File: src/rtl/pattern_mult_engine.sv
// Iterative shift-and-combine engine: result = combine over set q bits of (p << i),
// with combine selectable as OR (match mask), XOR (carry-less product) or ADD (integer product).
module pattern_mult_engine #(
  parameter int N          = 30,
  parameter int BPC        = 1,
  parameter int EARLY_EXIT = 1
) (
  input  logic           clk,
  input  logic           rst,
  input  logic           in_valid,
  output logic           in_ready,
  input  logic [N-1:0]   p,
  input  logic [N-1:0]   q,
  input  logic [1:0]     mode,
  input  logic           abort,
  output logic           out_valid,
  input  logic           out_ready,
  output logic [2*N-1:0] result,
  output logic [1:0]     dbg_state
);

  localparam int W2    = 2 * N;
  localparam int STEPS = (BPC >= 1) ? (N / BPC) : 1;
  localparam int CW    = (STEPS > 1) ? $clog2(STEPS) : 1;

  if ((BPC < 1) || (BPC > N) || ((N % BPC) != 0)) begin : g_bad_params
    $error("pattern_mult_engine: N must be a multiple of BPC with 1 <= BPC <= N");
  end

  typedef enum logic [1:0] {
    S_IDLE = 2'd0,
    S_RUN  = 2'd1,
    S_DONE = 2'd2
  } state_t;

  // Handshake: a transfer happens on a rising edge where valid && ready are both high;
  // in_ready/out_valid are decoded from the state only, so neither side sees a combinational path.
  state_t        state_q, state_d;
  logic [W2-1:0] t_q, t_d;
  logic [W2-1:0] acc_q, acc_d;
  logic [W2-1:0] res_q, res_d;
  logic [N-1:0]  qs_q, qs_d;
  logic [CW-1:0] cnt_q, cnt_d;
  logic [1:0]    mode_q, mode_d;

  logic [W2-1:0] step_acc;
  logic [N-1:0]  qs_next;
  logic          last_step;

  always_ff @(posedge clk or posedge rst) begin
    if (rst) begin
      state_q <= S_IDLE;
      t_q     <= '0;
      acc_q   <= '0;
      res_q   <= '0;
      qs_q    <= '0;
      cnt_q   <= '0;
      mode_q  <= '0;
    end else begin
      state_q <= state_d;
      t_q     <= t_d;
      acc_q   <= acc_d;
      res_q   <= res_d;
      qs_q    <= qs_d;
      cnt_q   <= cnt_d;
      mode_q  <= mode_d;
    end
  end

  always_comb begin
    state_d   = state_q;
    t_d       = t_q;
    acc_d     = acc_q;
    res_d     = res_q;
    qs_d      = qs_q;
    cnt_d     = cnt_q;
    mode_d    = mode_q;
    step_acc  = acc_q;
    qs_next   = qs_q >> BPC;
    last_step = (cnt_q == CW'(STEPS - 1)) || ((EARLY_EXIT != 0) && (qs_next == '0));

    // Terms of one step are folded in ascending j so ADD carries resolve in order.
    for (int j = 0; j < BPC; j++) begin
      if (qs_q[j]) begin
        case (mode_q)
          2'd1:    step_acc = step_acc ^ (t_q << j);
          2'd2:    step_acc = step_acc + (t_q << j);
          default: step_acc = step_acc | (t_q << j);
        endcase
      end
    end

    case (state_q)
      S_IDLE: begin
        if (in_valid) begin
          t_d     = {{N{1'b0}}, p};
          qs_d    = q;
          acc_d   = '0;
          cnt_d   = '0;
          mode_d  = mode;
          state_d = S_RUN;
        end
      end
      S_RUN: begin
        acc_d = step_acc;
        t_d   = t_q << BPC;
        qs_d  = qs_next;
        cnt_d = cnt_q + CW'(1);
        if (last_step) begin
          res_d   = step_acc;
          state_d = S_DONE;
        end
      end
      S_DONE: begin
        if (out_ready) state_d = S_IDLE;
      end
      default: state_d = S_IDLE;
    endcase

    // Abort outranks both completion and the output handshake; result is left untouched.
    if (abort && (state_q != S_IDLE)) begin
      state_d = S_IDLE;
      res_d   = res_q;
    end
  end

  assign in_ready  = (state_q == S_IDLE);
  assign out_valid = (state_q == S_DONE);
  assign result    = res_q;
  assign dbg_state = state_q;

endmodule

File: config.mk
export PLATFORM = sky130hd
export DESIGN_NAME = pattern_mult_engine
export DESIGN_NICKNAME = d
export VERILOG_FILES = /design/src/rtl/pattern_mult_engine.sv
export SDC_FILE = /design/constraint.sdc
export NUM_CORES = 1
export LEC_CHECK = 0
export ABC_AREA = 1
export BUFFER_PORTS_ARGS = -buffer_cell sky130_fd_sc_hd__buf_2
export CORE_MARGIN = 1.5
export CORE_UTILIZATION = 40
export CTS_CLUSTER_DIAMETER = 50
export DETAILED_ROUTE_END_ITERATION = 7
export SLEW_MARGIN = 20
export SYNTH_ARGS = -nofsm -noshare
export SYNTH_HDL_FRONTEND = slang
export SYNTH_SLANG_ARGS = --single-unit
File: constraint.sdc
create_clock -name clk -period 6.4 [get_ports clk]
set_input_delay 0.96 -clock clk [delete_from_list [all_inputs] [get_ports clk]]
set_output_delay 0.96 -clock clk [all_outputs]
set_load 0.005 [all_outputs]
### After elaboration in Yosys (flattened, before gate mapping)

Index checks and enable logic that the tools add are counted.

* flip-flop bits (word level): 219
* bits in latches: 0
* memory bits (writable): 0
* bits in read-only memories: 0
* output and inout bits: 64
* logic and storage cells: 46
* memories kept: 0

* add/subtract/negate cells: 2
* multiply operators: 0
* div/mod/pow operators: 0
* $lt $le $gt $ge: 0
* equal/unequal tests: 9
* shift operators: 0
* multiplexer cells: 15
* bitwise operators: 3
* reduce and logical (&&, ||, !) cells: 10

Operators with widths (number)
* $pmux 60 s2: 3
* $mux 60: 3
* $add 60x60->60: 1
* $or 60x60->60: 1
* $pmux 30 s2: 1
* $xor 60x60->60: 1
* $logic_not 30->1: 1
* $mux 30: 1
* $pmux 5 s2: 1
* $mux 2: 4
* $pmux 2 s3: 1
* $reduce_and 3->1: 2
* $add 5x1->5 const B: 1
* $eq 5x5->1 const B: 1
* $mux 5: 1
* $eq 2x1->1 const B: 2
* $eq 2x2->1 const B: 2
* $reduce_and 2->1: 2
* $reduce_bool 2->1: 2
* $ne 3x1->1 const B: 1
* $ne 3x2->1 const B: 1
* $ne 3x3->1 const B: 1
* $logic_not 2->1: 1
* $ne 2x2->1 const B: 1
* 3 further kinds: 3

### Logic depth before layout (Yosys ltp)

* word-level depth: 5
* mapped depth: 20
* gate-level depth less buffers: 19

### Least setup slack after synthesis

Ideal clock, no wire load.

* path type: reg-to-reg
* start point: register t_q[0]
* end point: register res_q[28], in the netlist result[28]
* setup time: 117 ps
* arrival: 2016 ps
* data required time: 6283 ps
* slack: 4267 ps
* stages on the path, launching flop included: 19
* path buffers: 0
* cells stage by stage: dfrtp_1 -> ha_1 -> fa_1 -> nand2_1 -> nand3_1 -> nand3_1 -> nand2_2 -> nand2_1 -> nand2_1 -> nand2_1 -> inv_2 -> nor2_1 -> nand2_1 -> nand3_1 -> nand2_1 -> nand2_1 -> o21ai_2 -> nand2_1 -> nand2_1

* longest elaborated chain between the ends: 3

RTL lines
* from (decl): line 39 `logic [W2-1:0] t_q, t_d;`
* from (signal assigned): line 61 `t_q <= t_d;`
* $add 60x60->60: line 87 `2'd2: step_acc = step_acc + (t_q << j);`
* $pmux 60 s2: line 85 `case (mode_q)`
* $mux 60: line 84 `if (qs_q[j]) begin`
* to (signal assigned): line 63 `res_q <= res_d;`
* to (decl): line 41 `logic [W2-1:0] res_q, res_d;`

No other way between the ends.
A chain may end at the register's enable or synchronous reset.

### Final worst setup path

* start point: register mode_q[0]
* end point: register res_q[10], in the netlist result[10]

* longest elaborated chain between the ends: 3
* elaborated cells on any way between the ends: 4
* classes of those cells: eq/ne: 2; mux: 2

RTL lines
* from (decl): line 44 `logic [1:0] mode_q, mode_d;`
* from (signal assigned): line 66 `mode_q <= mode_d;`
* $eq 2x2->1 or $eq 2x1->1 (tied branches): line 85
* $pmux 60 s2 (*): line 85
* $mux 60 (*): line 84

Every way passes the cells marked *; elsewhere a longest branch is shown, timed or not.

==> metrics.md <==
| Metric | Value |
|---|---|
| Status | finished clean |
| Sequential element share of the synthesized area | 0.3307 |
| I/O pin cnt | about 130 |
| Die footprint | about 0.043 mm² |
| Fmax achieved | 291.1 MHz |
| Clock Sinks | ~220 |
| Reg2reg start | mode_q[0] |
| R2R cell count | 6 |
| Syn Area/Cell | around 6.5 µm² |
| R2r setup slk | a little under 3 ns |
| Buffers added on ports | between 100 and 150 |
| Post-route clock period utilization | 0.5368 |
| CTS max path bufs | 3 |
| Number of global-route vias before repair | 15700 |
| R2r endpoint | result[10] |
| Fraction of layout cells with a size suffix above 1 | 0.09850 |
| Unrepaired setup endpoints after global routing | no |
| Clk_lat worst skew | 0.59 ns |
| Antenna viol nets, final | 0 |
| PwrDens | roughly 420 mW/mm² |
| CTS tree | done |
| Most frequent cells in the layout | nand2_1, inv_1, dfrtp_1 |
| CP max FO | between 90 and 100 |
| Vias | 16154 |
| Total CTS buffers | 28 |
| Yosys reg bits | 219 |
| Initial DRC Count | 1250 |
| DR vias/cell | 5.058 |
| Yosys warning total | 0 |
| Number of max-cap violations | 0 |
| Grt total ovfl | 0 |
| Post-CTS Setup Inserts | 0 |
| Mapped Cells | 2554 |
| Layout Skew | 0.02506 ns |
| Power consumption | 7.892 mW |
| Post-layout util | 0.4583 |
| Critical Path RT | around 6.9 ns |
| Final hold vios | 0 |
| First-pass GRT wire length | 86460 µm |
| Post-synth net total | 2745 |
| Htree depth | 1 |
| Critical Setup Path Class | reg -> reg |
| Area Growth Syn to Fin | 12.93% |
| Initial antenna violation count | 3 |
| Post-synth ARST share | 1.000 |
| GP Congestion | 0.9573 |
| Slew Limit Fails | 0 |
| Row Count | between 70 and 80 |
| Worst setup SP type | register |
| Final #Nets | around 2800 |
| Hold_ws | between 0.4 and 0.5 ns |
| Starting Density | 0.4058 |
| GRT Util Overall | 0.2584 |
| TNS Setup | 0 ns |
| Worst Tran Pin Value | ~1.1 ns |
| Core ar. | between 0.04 and 0.05 mm² |
| DIE WIDTH | approximately 210 µm |
| CTS resizes | 0 |
| Pin count of the biggest net entering global routing | 134 |
| Crit path launch | mode_q[0] |
| Yosys cell types | between 40 and 50 |
| Minimum clock period | 3.436 ns |
| DP HPWL | approximately 39000 µm |
| Die Span Y | around 210 µm |
| Setup violators final | 0 |
| Main synth FF type | dfrtp_1 |
| Routed WL per cell | approximately 17 µm |
| DR pass1 iterations | 6 |
| Leakage power | 10.50 nW |
| Worst-path clk slew | about 0.060 ns |
| # hold bufs at CTS | 0 |
| Worst Path Arrival | 3.94 ns |
| Post-synth EDFFs | 0 |
| CP Capture Type | register |
| Worst ir drop on vdd | roughly 0.25 mV |
| Commonest non-fill, non-tap cell in the layout | nand2_1 |
| WL final | 54120 µm |
| Clock root buffer | clkbuf_16 |
| Drt drc | 0 |
| Worst rel slew slack | 0.2757 |
| Synthesized area | roughly 0.017 mm² |
| Worst min path class | in -> async |
## worst max-delay path: stages (launching register included)
cell and delay [ns]:
dfrtp_1 0.36, inv_1 0.08, ha_4 0.91, clkinv_1 1.13
o21ai_0 0.50, o22ai_1 0.17, o21ai_0 0.18
## kinds of logic (layout without fill, tap and decap cells)
| family | count (synthesis) | in the layout | share of synthesized area |
|---|---|---|---|
| buf+inv | 525 | 631 | 0.1201 |
| xor+xnor | 9 | 9 | 0.004757 |
| compound gates | 428 | 428 | 0.1431 |
| fa+ha+maj | 124 | 124 | 0.09409 |
| simple gates | 1249 | 1249 | 0.3072 |
| flops | 219 | 219 | 0.3307 |
| other cells | 0 | 2 | 0 |
## stage by stage
| stage | setup WS (ns) | instance area (µm²) | instances |
|---|---|---|---|
| after floorplan | 2.586 | 16570 | 2554 |
| after global placement | 2.835 | 17680 | 3139 |
| after detailed placement | 2.757 | 17680 | 3139 |
| after CTS | 2.944 | 18680 | 3191 |
| after global routing | 2.679 | 18710 | 3192 |
| final | 2.964 | 18710 | 3194 |
## synth_stat cells, drive strengths merged, types with 3 or more instances
master,number,area (µm²)
nand3b,5,37.54
o21ai,104,554.3
nand2,963,3655
nand3,106,565.6
a22oi,3,22.52
ha,123,1539
inv,435,1633
buf,28,123.9
a21oi,203,1016
dfrtp,219,5480
o221ai,4,35.03
nor4,3,18.77
nor3,17,126.4
o22ai,94,588.1
o21bai,11,82.58
a21boi,3,22.52
clkbuf,61,230.2
nor2,132,543.0
xnor2,8,70.07
nand4,21,131.4
## state kept, by name, indices dropped and copies added (netlist names)
signal     count
dbg_state      2
result        60
mode_q         2
cnt_q          5
t_q           60
qs_q          30
acc_q         60
## power breakdown
group	switching, mW	internal [mW]	leakage (nW)
clock	0.669	0.997	0.487
combinational	2.92	1.32	7.20
sequential	0.274	1.71	2.81
## layer usage
metal  share of wire  up-vias  global-route usage
met3           0.054       76             0.03611
met4           0.025        2             0.06832
met2            0.42      407              0.3935
li1                -     8175                   -
met5         0.00022        -                   0
met1            0.50     7494              0.3814
## worst max-delay path by stage
stage,endpoint,slack (ns),cells past startpoint
6_report,result[10],2.96,6
5_1_grt,result[10],2.68,6
4_1_cts,result[10],2.94,6
3_5_place_dp,qs_q[0],2.76,7
3_3_place_gp,qs_q[0],2.83,7
2_1_floorplan,acc_q[0],2.59,1
## area by class of cell
cell class              instances  area, µm²
clock buffers                  39      832.0
flip-flops and latches        219       5480
clock inverters                13      166.4
multi-input cells            1810       9126
repair buffers                143      793.3
fillers                      4309      22120
well taps                     532      665.6
inverters                     436       1643
diodes                          2      5.005
(Power assumes the default switching activity.)
